### src/rtl/stream_judge.sv
// stream_judge: checks an actual data stream against expected values queued in an
// internal FIFO, keeps match/mismatch statistics and publishes a registered verdict.
module stream_judge #(
    parameter int unsigned WIDTH   = 8,
    parameter int unsigned DEPTH   = 16,
    parameter int unsigned MAX_ERR = 4,
    parameter int unsigned CNT_W   = 16
) (
    input  logic             clk,
    input  logic             reset_n,
    input  logic             start,
    input  logic             done,
    input  logic             exp_valid,
    output logic             exp_ready,
    input  logic [WIDTH-1:0] exp_data,
    input  logic             act_valid,
    output logic             act_ready,
    input  logic [WIDTH-1:0] act_data,
    output logic [2:0]       judge,
    output logic [CNT_W-1:0] match_cnt,
    output logic [CNT_W-1:0] err_cnt,
    output logic [CNT_W-1:0] first_err
);
    localparam int unsigned      AW         = (DEPTH > 1) ? $clog2(DEPTH) : 1;
    localparam logic [AW:0]      LP_DEPTH   = (AW+1)'(DEPTH);
    localparam logic [CNT_W-1:0] LP_MAX_ERR = CNT_W'(MAX_ERR);

    localparam logic [2:0] J_IDLE     = 3'b000;
    localparam logic [2:0] J_RUN      = 3'b001;
    localparam logic [2:0] J_PASS     = 3'b010;
    localparam logic [2:0] J_MISMATCH = 3'b011;
    localparam logic [2:0] J_LEFTOVER = 3'b100;
    localparam logic [2:0] J_ABORT    = 3'b101;

    typedef enum logic [1:0] {S_IDLE, S_RUN, S_PASS, S_FAIL} state_t;

    state_t           r_state;
    logic [WIDTH-1:0] r_mem [DEPTH];
    logic [AW-1:0]    r_wr_ptr;
    logic [AW-1:0]    r_rd_ptr;
    logic [AW:0]      r_count;
    logic [2:0]       r_judge;
    logic [CNT_W-1:0] r_match;
    logic [CNT_W-1:0] r_err;
    logic [CNT_W-1:0] r_first;

    logic             w_run;
    logic             w_full;
    logic             w_empty;
    logic             w_push;
    logic             w_pop;
    logic             w_hit;
    logic             w_miss;
    logic             w_abort;
    logic [CNT_W:0]   w_idx_sum;
    logic [CNT_W-1:0] w_idx;
    logic [CNT_W-1:0] w_match_nx;
    logic [CNT_W-1:0] w_err_nx;
    logic [AW:0]      w_count_nx;

    always_comb begin
        w_run      = (r_state == S_RUN);
        w_full     = (r_count == LP_DEPTH);
        w_empty    = (r_count == '0);
        act_ready  = w_run && !w_empty;
        w_pop      = act_valid && act_ready;
        // a pop frees a slot in the same cycle, so a full FIFO can still accept
        exp_ready  = w_run && (!w_full || w_pop);
        w_push     = exp_valid && exp_ready;
        w_hit      = (r_mem[r_rd_ptr] == act_data);
        w_miss     = w_pop && !w_hit;
        w_idx_sum  = {1'b0, r_match} + {1'b0, r_err};
        w_idx      = w_idx_sum[CNT_W] ? '1 : w_idx_sum[CNT_W-1:0];
        w_match_nx = (w_pop && w_hit && (r_match != '1)) ? r_match + CNT_W'(1) : r_match;
        w_err_nx   = (w_miss && (r_err != '1)) ? r_err + CNT_W'(1) : r_err;
        w_count_nx = r_count + (AW+1)'(w_push) - (AW+1)'(w_pop);
        w_abort    = (MAX_ERR != 0) && w_miss && (r_err != LP_MAX_ERR) && (w_err_nx == LP_MAX_ERR);
    end

    always_ff @(posedge clk) begin
        if (w_push) begin
            r_mem[r_wr_ptr] <= exp_data;
        end
    end

    always_ff @(posedge clk) begin
        if (!reset_n) begin
            r_state  <= S_IDLE;
            r_wr_ptr <= '0;
            r_rd_ptr <= '0;
            r_count  <= '0;
            r_judge  <= J_IDLE;
            r_match  <= '0;
            r_err    <= '0;
            r_first  <= '1;
        end else begin
            case (r_state)
                S_IDLE, S_PASS, S_FAIL: begin
                    if (start) begin
                        r_state  <= S_RUN;
                        r_wr_ptr <= '0;
                        r_rd_ptr <= '0;
                        r_count  <= '0;
                        r_judge  <= J_RUN;
                        r_match  <= '0;
                        r_err    <= '0;
                        r_first  <= '1;
                    end
                end
                S_RUN: begin
                    if (w_push) begin
                        r_wr_ptr <= r_wr_ptr + AW'(1);
                    end
                    if (w_pop) begin
                        r_rd_ptr <= r_rd_ptr + AW'(1);
                    end
                    r_count <= w_count_nx;
                    r_match <= w_match_nx;
                    r_err   <= w_err_nx;
                    if (w_miss && (r_first == '1)) begin
                        r_first <= w_idx;
                    end
                    if (w_abort) begin
                        r_state <= S_FAIL;
                        r_judge <= J_ABORT;
                    end else if (done) begin
                        if (w_err_nx != '0) begin
                            r_state <= S_FAIL;
                            r_judge <= J_MISMATCH;
                        end else if (w_count_nx != '0) begin
                            r_state <= S_FAIL;
                            r_judge <= J_LEFTOVER;
                        end else begin
                            r_state <= S_PASS;
                            r_judge <= J_PASS;
                        end
                    end
                end
                default: begin
                    r_state <= S_IDLE;
                end
            endcase
        end
    end

    assign judge     = r_judge;
    assign match_cnt = r_match;
    assign err_cnt   = r_err;
    assign first_err = r_first;

endmodule

### config.mk
export PLATFORM = sky130hd
export DESIGN_NAME = stream_judge
export DESIGN_NICKNAME = d
export VERILOG_FILES = /design/src/rtl/stream_judge.sv
export SDC_FILE = /design/constraint.sdc
export NUM_CORES = 1
export LEC_CHECK = 0
export ABC_AREA = 1
export BUFFER_PORTS_ARGS = -buffer_cell sky130_fd_sc_hd__buf_4
export CORE_MARGIN = 2
export CORE_UTILIZATION = 30
export CTS_CLUSTER_DIAMETER = 80
export DETAILED_ROUTE_END_ITERATION = 12
export HOLD_SLACK_MARGIN = 0.15
export PLACE_DENSITY_LB_ADDON = 0.15
export SLEW_MARGIN = 15
export SYNTH_ARGS = -nofsm -noshare
export SYNTH_HDL_FRONTEND = slang
export SYNTH_SLANG_ARGS = --single-unit
export TNS_END_PERCENT = 30
### constraint.sdc
create_clock -name clk -period 6 [get_ports clk]
set_clock_uncertainty 0.05 [all_clocks]
set_input_delay 0.3 -clock clk [delete_from_list [all_inputs] [get_ports clk]]
set_output_delay 0.3 -clock clk [all_outputs]
set_load 0.01 [all_outputs]
**Word-level counts from Yosys, hierarchy flattened**

Memories as Yosys holds them, arrays and structs flattened. A register that Yosys moved wholly into a read port is not among the register bits.
Index checks and enable logic that the tools add are counted.

- Register bits: 66
- Memories: 1
- Bits in writable memories: 128

Memory list:

| memory | depth | bits a word | rd ports | clocked after Yosys merged registers in | write ports | RTL line | RTL |
|---|---|---|---|---|---|---|---|
| r_mem | 16 | 8 | 1 | 1 | 1 | 38 | `logic [WIDTH-1:0] r_mem [DEPTH];` |

- Add/subtract/negate cells: 7
- Equality and inequality tests: 16
- Multiplexer cells: 32
- Reduce and logical (&&, ||, !) cells: 25

Operators by type and width:

| kind | number |
|---|---|
| 16-bit 2-to-1 mux | 6 |
| 16-bit case mux with 2 select lines | 3 |
| 16-bit by 1-bit adder with 16-bit output, second input constant | 2 |
| 16-bit != test, second input constant | 2 |
| 4-bit 2-to-1 mux | 5 |
| 16-bit by 16-bit adder with 17-bit output | 1 |
| 16-bit equality test, second input constant | 1 |
| 16-bit by 3-bit equality test with 1-bit output, second input constant | 1 |
| 16-bit by 3-bit != test with 1-bit output, second input constant | 1 |
| 4-bit case mux with 2 select lines | 2 |
| 16-bit nonzero test | 1 |
| 3-bit 2-to-1 mux | 5 |
| 1-bit logical AND | 11 |
| 5-bit case mux with 2 select lines | 1 |
| 2-bit AND reduction | 5 |
| 4-bit by 1-bit adder with 4-bit output, second input constant | 2 |
| 8-bit equality test | 1 |
| 2-bit by 1-bit != test with 1-bit output, second input constant | 4 |
| 2-bit 2-to-1 mux | 3 |
| 3-bit case mux with 2 select lines | 1 |
| 5-bit by 1-bit adder with 5-bit output | 1 |
| 5-bit equality test, second input constant | 1 |
| 5-bit zero test | 1 |
| 5-bit 2-to-1 mux | 1 |
| other kinds (12) | 18 |

**Logic depth before layout (Yosys ltp)**

- Word-level depth: 15
- Mapped depth: 27

**Worst setup path after synthesis**

No wires, ideal clock.

- Path kind: register to register
- Start point: register r_count[2]
- End point: register r_state[0]
- Data required time: 5.835 ns
- Path buffers: 1
- Cell stages (with the launch flop): 21
- Setup slack: 2.847 ns
- Data arrival time: 2.988 ns
- Cell sequence: dfxtp_1 > inv_1 > ha_1 > nand2_1 > inv_1 > nand2_1 > nand2_1 > nor2_1 > clkbuf_1 > ha_1 > inv_1 > ha_1 > inv_1 > fa_1 > o21ai_0 > xnor2_1 > nand4_1 > nor2_1 > nand3_1 > nand2_1 > nor2_1

- Longest elaborated chain between the ends: 15

RTL lines:

| element | RTL line | RTL |
|---|---|---|
| from (decl) | 41 | `logic [AW:0] r_count;` |
| from (signal assigned) | 117 | `r_count <= w_count_nx;` |
| 5-bit zero test | 64 | `w_empty = (r_count == '0);` |
| 1-bit zero test | 65 | `act_ready = w_run && !w_empty;` |
| 1-bit logical AND | 65 |  |
| 1-bit logical AND | 66 | `w_pop = act_valid && act_ready;` |
| 1-bit logical OR | 68 | `exp_ready = w_run && (!w_full \|\| w_pop);` |
| 1-bit logical AND | 68 |  |
| 1-bit logical AND | 69 | `w_push = exp_valid && exp_ready;` |
| 5-bit by 1-bit adder with 5-bit output | 76 | `w_count_nx = r_count + (AW+1)'(w_push) - (AW+1)'(w_pop);` |
| 5-bit by 1-bit subtractor with 5-bit output | 76 |  |
| 5-bit nonzero test | 130 | `end else if (w_count_nx != '0) begin` |
| 1-bit 2-to-1 mux | 130 |  |
| 1-bit 2-to-1 mux | 127 | `if (w_err_nx != '0) begin` |
| 2-bit 2-to-1 mux | 126 | `end else if (done) begin` |
| 2-bit 2-to-1 mux | 123 | `if (w_abort) begin` |
| 2-bit case mux with 2 select lines | 97 | `case (r_state)` |
| to (signal assigned) | 100 | `r_state <= S_RUN;` |
| to (signal assigned) | 124 | `r_state <= S_FAIL;` |
| to (signal assigned) | 128 | `r_state <= S_FAIL;` |
| to (decl) | 37 | `state_t r_state;` |

Parallel ways exist; a longest one is shown, timed or not. The select of a mux whose other input is x is not followed.
A chain may end at the register's enable or synchronous reset.

==> reports/metrics.cfg <==
[layout]
drive_gt1_share_pct = 9.967
multi_input_area_mm2 = 0.003978
syn_to_final_growth_pct = 15.45
seqCellArea_mm2 = 0.005246
fin_util_pct = 35.12
fillCellCount = 3410
post_layout_nonfiller_instances = 1666
antenna_cells = 0
fin_nets = 1265

[grt]
grt_max_degree = 58
grt_pass1_wl_um = 42700
grt.overflow.total = 0
grt_pass1_vias = 7594
antenna_found_initial = 0
track_usage_pct = 16.39

[power_and_ir_drop]
clkPwrFrac_pct = 40.5
power-per-cell-area_mw_per_mm2 = 257.0
intPower_w = 0.002189
ir_worst_vdd_mv = 0.1980
finalPower_w = 0.002937
swShare_pct = 25.49
p_sw_w = 0.0007485
p_comb_share_pct = 8.6
sequentialPowerShare_pct = 50.9
cellLeakagePower_nw = 4.697

[die]
rows = 66
fp.dieH_um = 185.6
die_area_mm2 = 0.03446
start_util_pct = 30.42
pin_count = 75
core_area_mm2 = 0.03254
die_x_um = 185.6

[synth]
yosys_warnings = 0
seq_area_frac_synth_pct = 52.99
async_flop_share_pct = 0
synth_common_cells = 343 x nand2_1, 128 x edfxtp_1, 116 x inv_1, 104 x nand3_1, 90 x nor2_1
synthFlopType = edfxtp_1
synth_area_leaders = edfxtp_1 39%, dfxtp_1 14%, nand2_1 13%
synth_top_area_cell = edfxtp_1
synth_most_common_cell = nand2_1
synth_edf_count = 128
synth_cells = 1156
synth_top_area_share_pct = 38.83
synth_area_mm2 = 0.009898
synth_cell_type_count = 40
syn-num-nets = 1210
ys_ff_latch = 198
syn_avg_cell_area_um2 = 8.562

[clocking]
cts_buffer_depth = 2
clkLatencyLatePin_ns = 0.44
path_clk_slew_ns = 0.08
cts_tree = done
cts_setup_buffers = 0
clockRootBuffer = clkbuf_16
cts_buffers = 17
cts.sinks = 198
h-tree-depth = 4

[routing]
num_vias = 7820
drtPass1Iterations = 5
routedWlPerCell_um = 16.36
ant_nets = 0
wl_um = 27260
dr.first_iter.drc_count = 501
drc_errors = 0
vias_per_cell = 4.694

[hold_path]
min_delay_worst_endpoint = r_mem[5][6]$_DFFE_PP_
min_path_cells = 1
hp-class = in2reg
hp-start = exp_data[6]

[setup_path]
reg2regPathDepth = 19
startpoint_type = flip-flop
cp_max_fo = 19
critPathKind = reg2reg
r2r_slack_ns = 1.99
arrival_ns = 4.30
required_ns = 6.29
timing.rr.end = judge[0]$_SDFFE_PN0P_
cp-end-kind = flip-flop

[sta]
max_slew.worst_pin.slew_ns = 0.8370
hold_violations = 0
hold-worst-slack_ns = 0.1562
finalCritPeriodShare_pct = 66.79
fmax_mhz = 249.5
slew_headroom_pct = 43.99
rsz0062_at_grt = no
fin_tns_setup_ns = 0
fin_crit_ns = 4.008
final_max_slew_viol_count = 0
setup_viol = 0

[placed_design]
numPortBuffers = 74
place_hpwl_um = 18220
dp_cells = 1633
globalplace.congestion = 0.8038

[outcome]
run_status = completed

[flow_run]
maxCapViolations = 0

[through the flow]
step | cell area (um^2) | worst slack (ns)
floorplan | 9898 | 2.847
global placement | 10820 | 2.017
detailed placement | 10820 | 2.034
CTS | 11420 | 2.014
global route | 11430 | 1.566
finish | 11430 | 1.992
[repair_timing]
item | 4_1_cts | 5_1_grt
hold buffers | 1 | 0
hold endpoints to repair | 1 | 0
resized for setup | 0 | 0
[worst max path at each step]
stage,endpoint,cells past startpoint,slack [ns],startpoint
finish,judge[0]$_SDFFE_PN0P_,19,1.99,flip-flop
global route,r_state[1]$_SDFFE_PN0P_,19,1.57,flip-flop
CTS,judge[0]$_SDFFE_PN0P_,19,2.01,flip-flop
detailed placement,judge[0]$_SDFFE_PN0P_,19,2.03,flip-flop
global placement,judge[0]$_SDFFE_PN0P_,19,2.02,flip-flop
floorplan,r_state[0]$_SDFFE_PN0P_,20,2.85,r_count[2]$_SDFFE_PN0P_
[sequential cells by signal (all words and copies together) (netlist names), named ones only]
| signal | count |
|---|---|
| r_mem | 128 |
| err_cnt | 16 |
| first_err | 16 |
| match_cnt | 16 |
| r_count | 5 |
| r_rd_ptr | 4 |
| r_wr_ptr | 4 |
| judge | 3 |
| r_state | 2 |
[cell families (layout without fill, tap and decap cells)]
group / Yosys count / count (layout) / share of synthesized area, %
DFF: 198 / 198 / 52.99
buffers and inverters: 164 / 232 / 6.914
AOI/OAI and AO/OA: 132 / 132 / 7.433
adders and majority gates: 32 / 32 / 4.197
and+or+nand+nor: 598 / 598 / 25.64
xor gates and xnor gates: 32 / 32 / 2.832
[critical path, stage by stage, from the launching register on]
cell and delay (ns):
dfxtp_1 0.79, inv_1 0.48, nand3_1 0.26, nand3_1 0.17, nand3_1 0.13, nand2_1 0.05, inv_1 0.04, nand2_1 0.06
nor2_2 0.26, nand2_4 0.23, nand3_4 0.25, o21ai_0 0.17, nor2_1 0.11, nand2_1 0.05, nor2_1 0.27, nand2_2 0.14
nand2_4 0.11, nand2_1 0.07, o21ai_1 0.15, nor2_1 0.05
[power by group through the flow]
| stage | registers [W] | clock network [W] | logic [W] |
|---|---|---|---|
| after floorplan | 0.00153 | 0 | 0.000144 |
| after global placement | 0.00153 | 0 | 0.000256 |
| after detailed placement | 0.00153 | 0 | 0.000256 |
| after CTS | 0.00150 | 0.00121 | 0.000257 |
| after global routing | 0.00150 | 0.00125 | 0.000287 |
| final | 0.00150 | 0.00119 | 0.000252 |
[cells in the final DEF (no fill, tap or decap), drive strengths merged, types with 15 or more instances in the layout]
cell type / n
nand3: 105
a21oi: 61
nor2: 92
inv: 124
nand4: 31
clkbuf: 18
dfxtp: 70
o31ai: 15
xor2: 24
edfxtp: 128
ha: 30
buf: 80
nand2: 346
o21ai: 39
[routing by layer]
layer / vias to the layer above / share of wire [%] / wire length [um] / global-route usage, %
li1: 3959 / - / - / -
met3: 41 / 4.5 / 1215 / 2.817
met4: 0 / 2.5 / 686 / 5.890
met5: - / 0 / 0 / 0
met1: 3644 / 45 / 12340 / 21.12
met2: 176 / 48 / 13020 / 27.66
[layout make-up]
cell class / instances / share of cell area [%]
tap: 442 / 4.840
inverter: 119 / 3.931
clock inverter: 14 / 1.412
multi-input combinational: 794 / 34.81
timing repair buffer: 81 / 5.343
sequential: 198 / 45.91
clock buffer: 18 / 3.756
(Power assumes the default switching activity.)
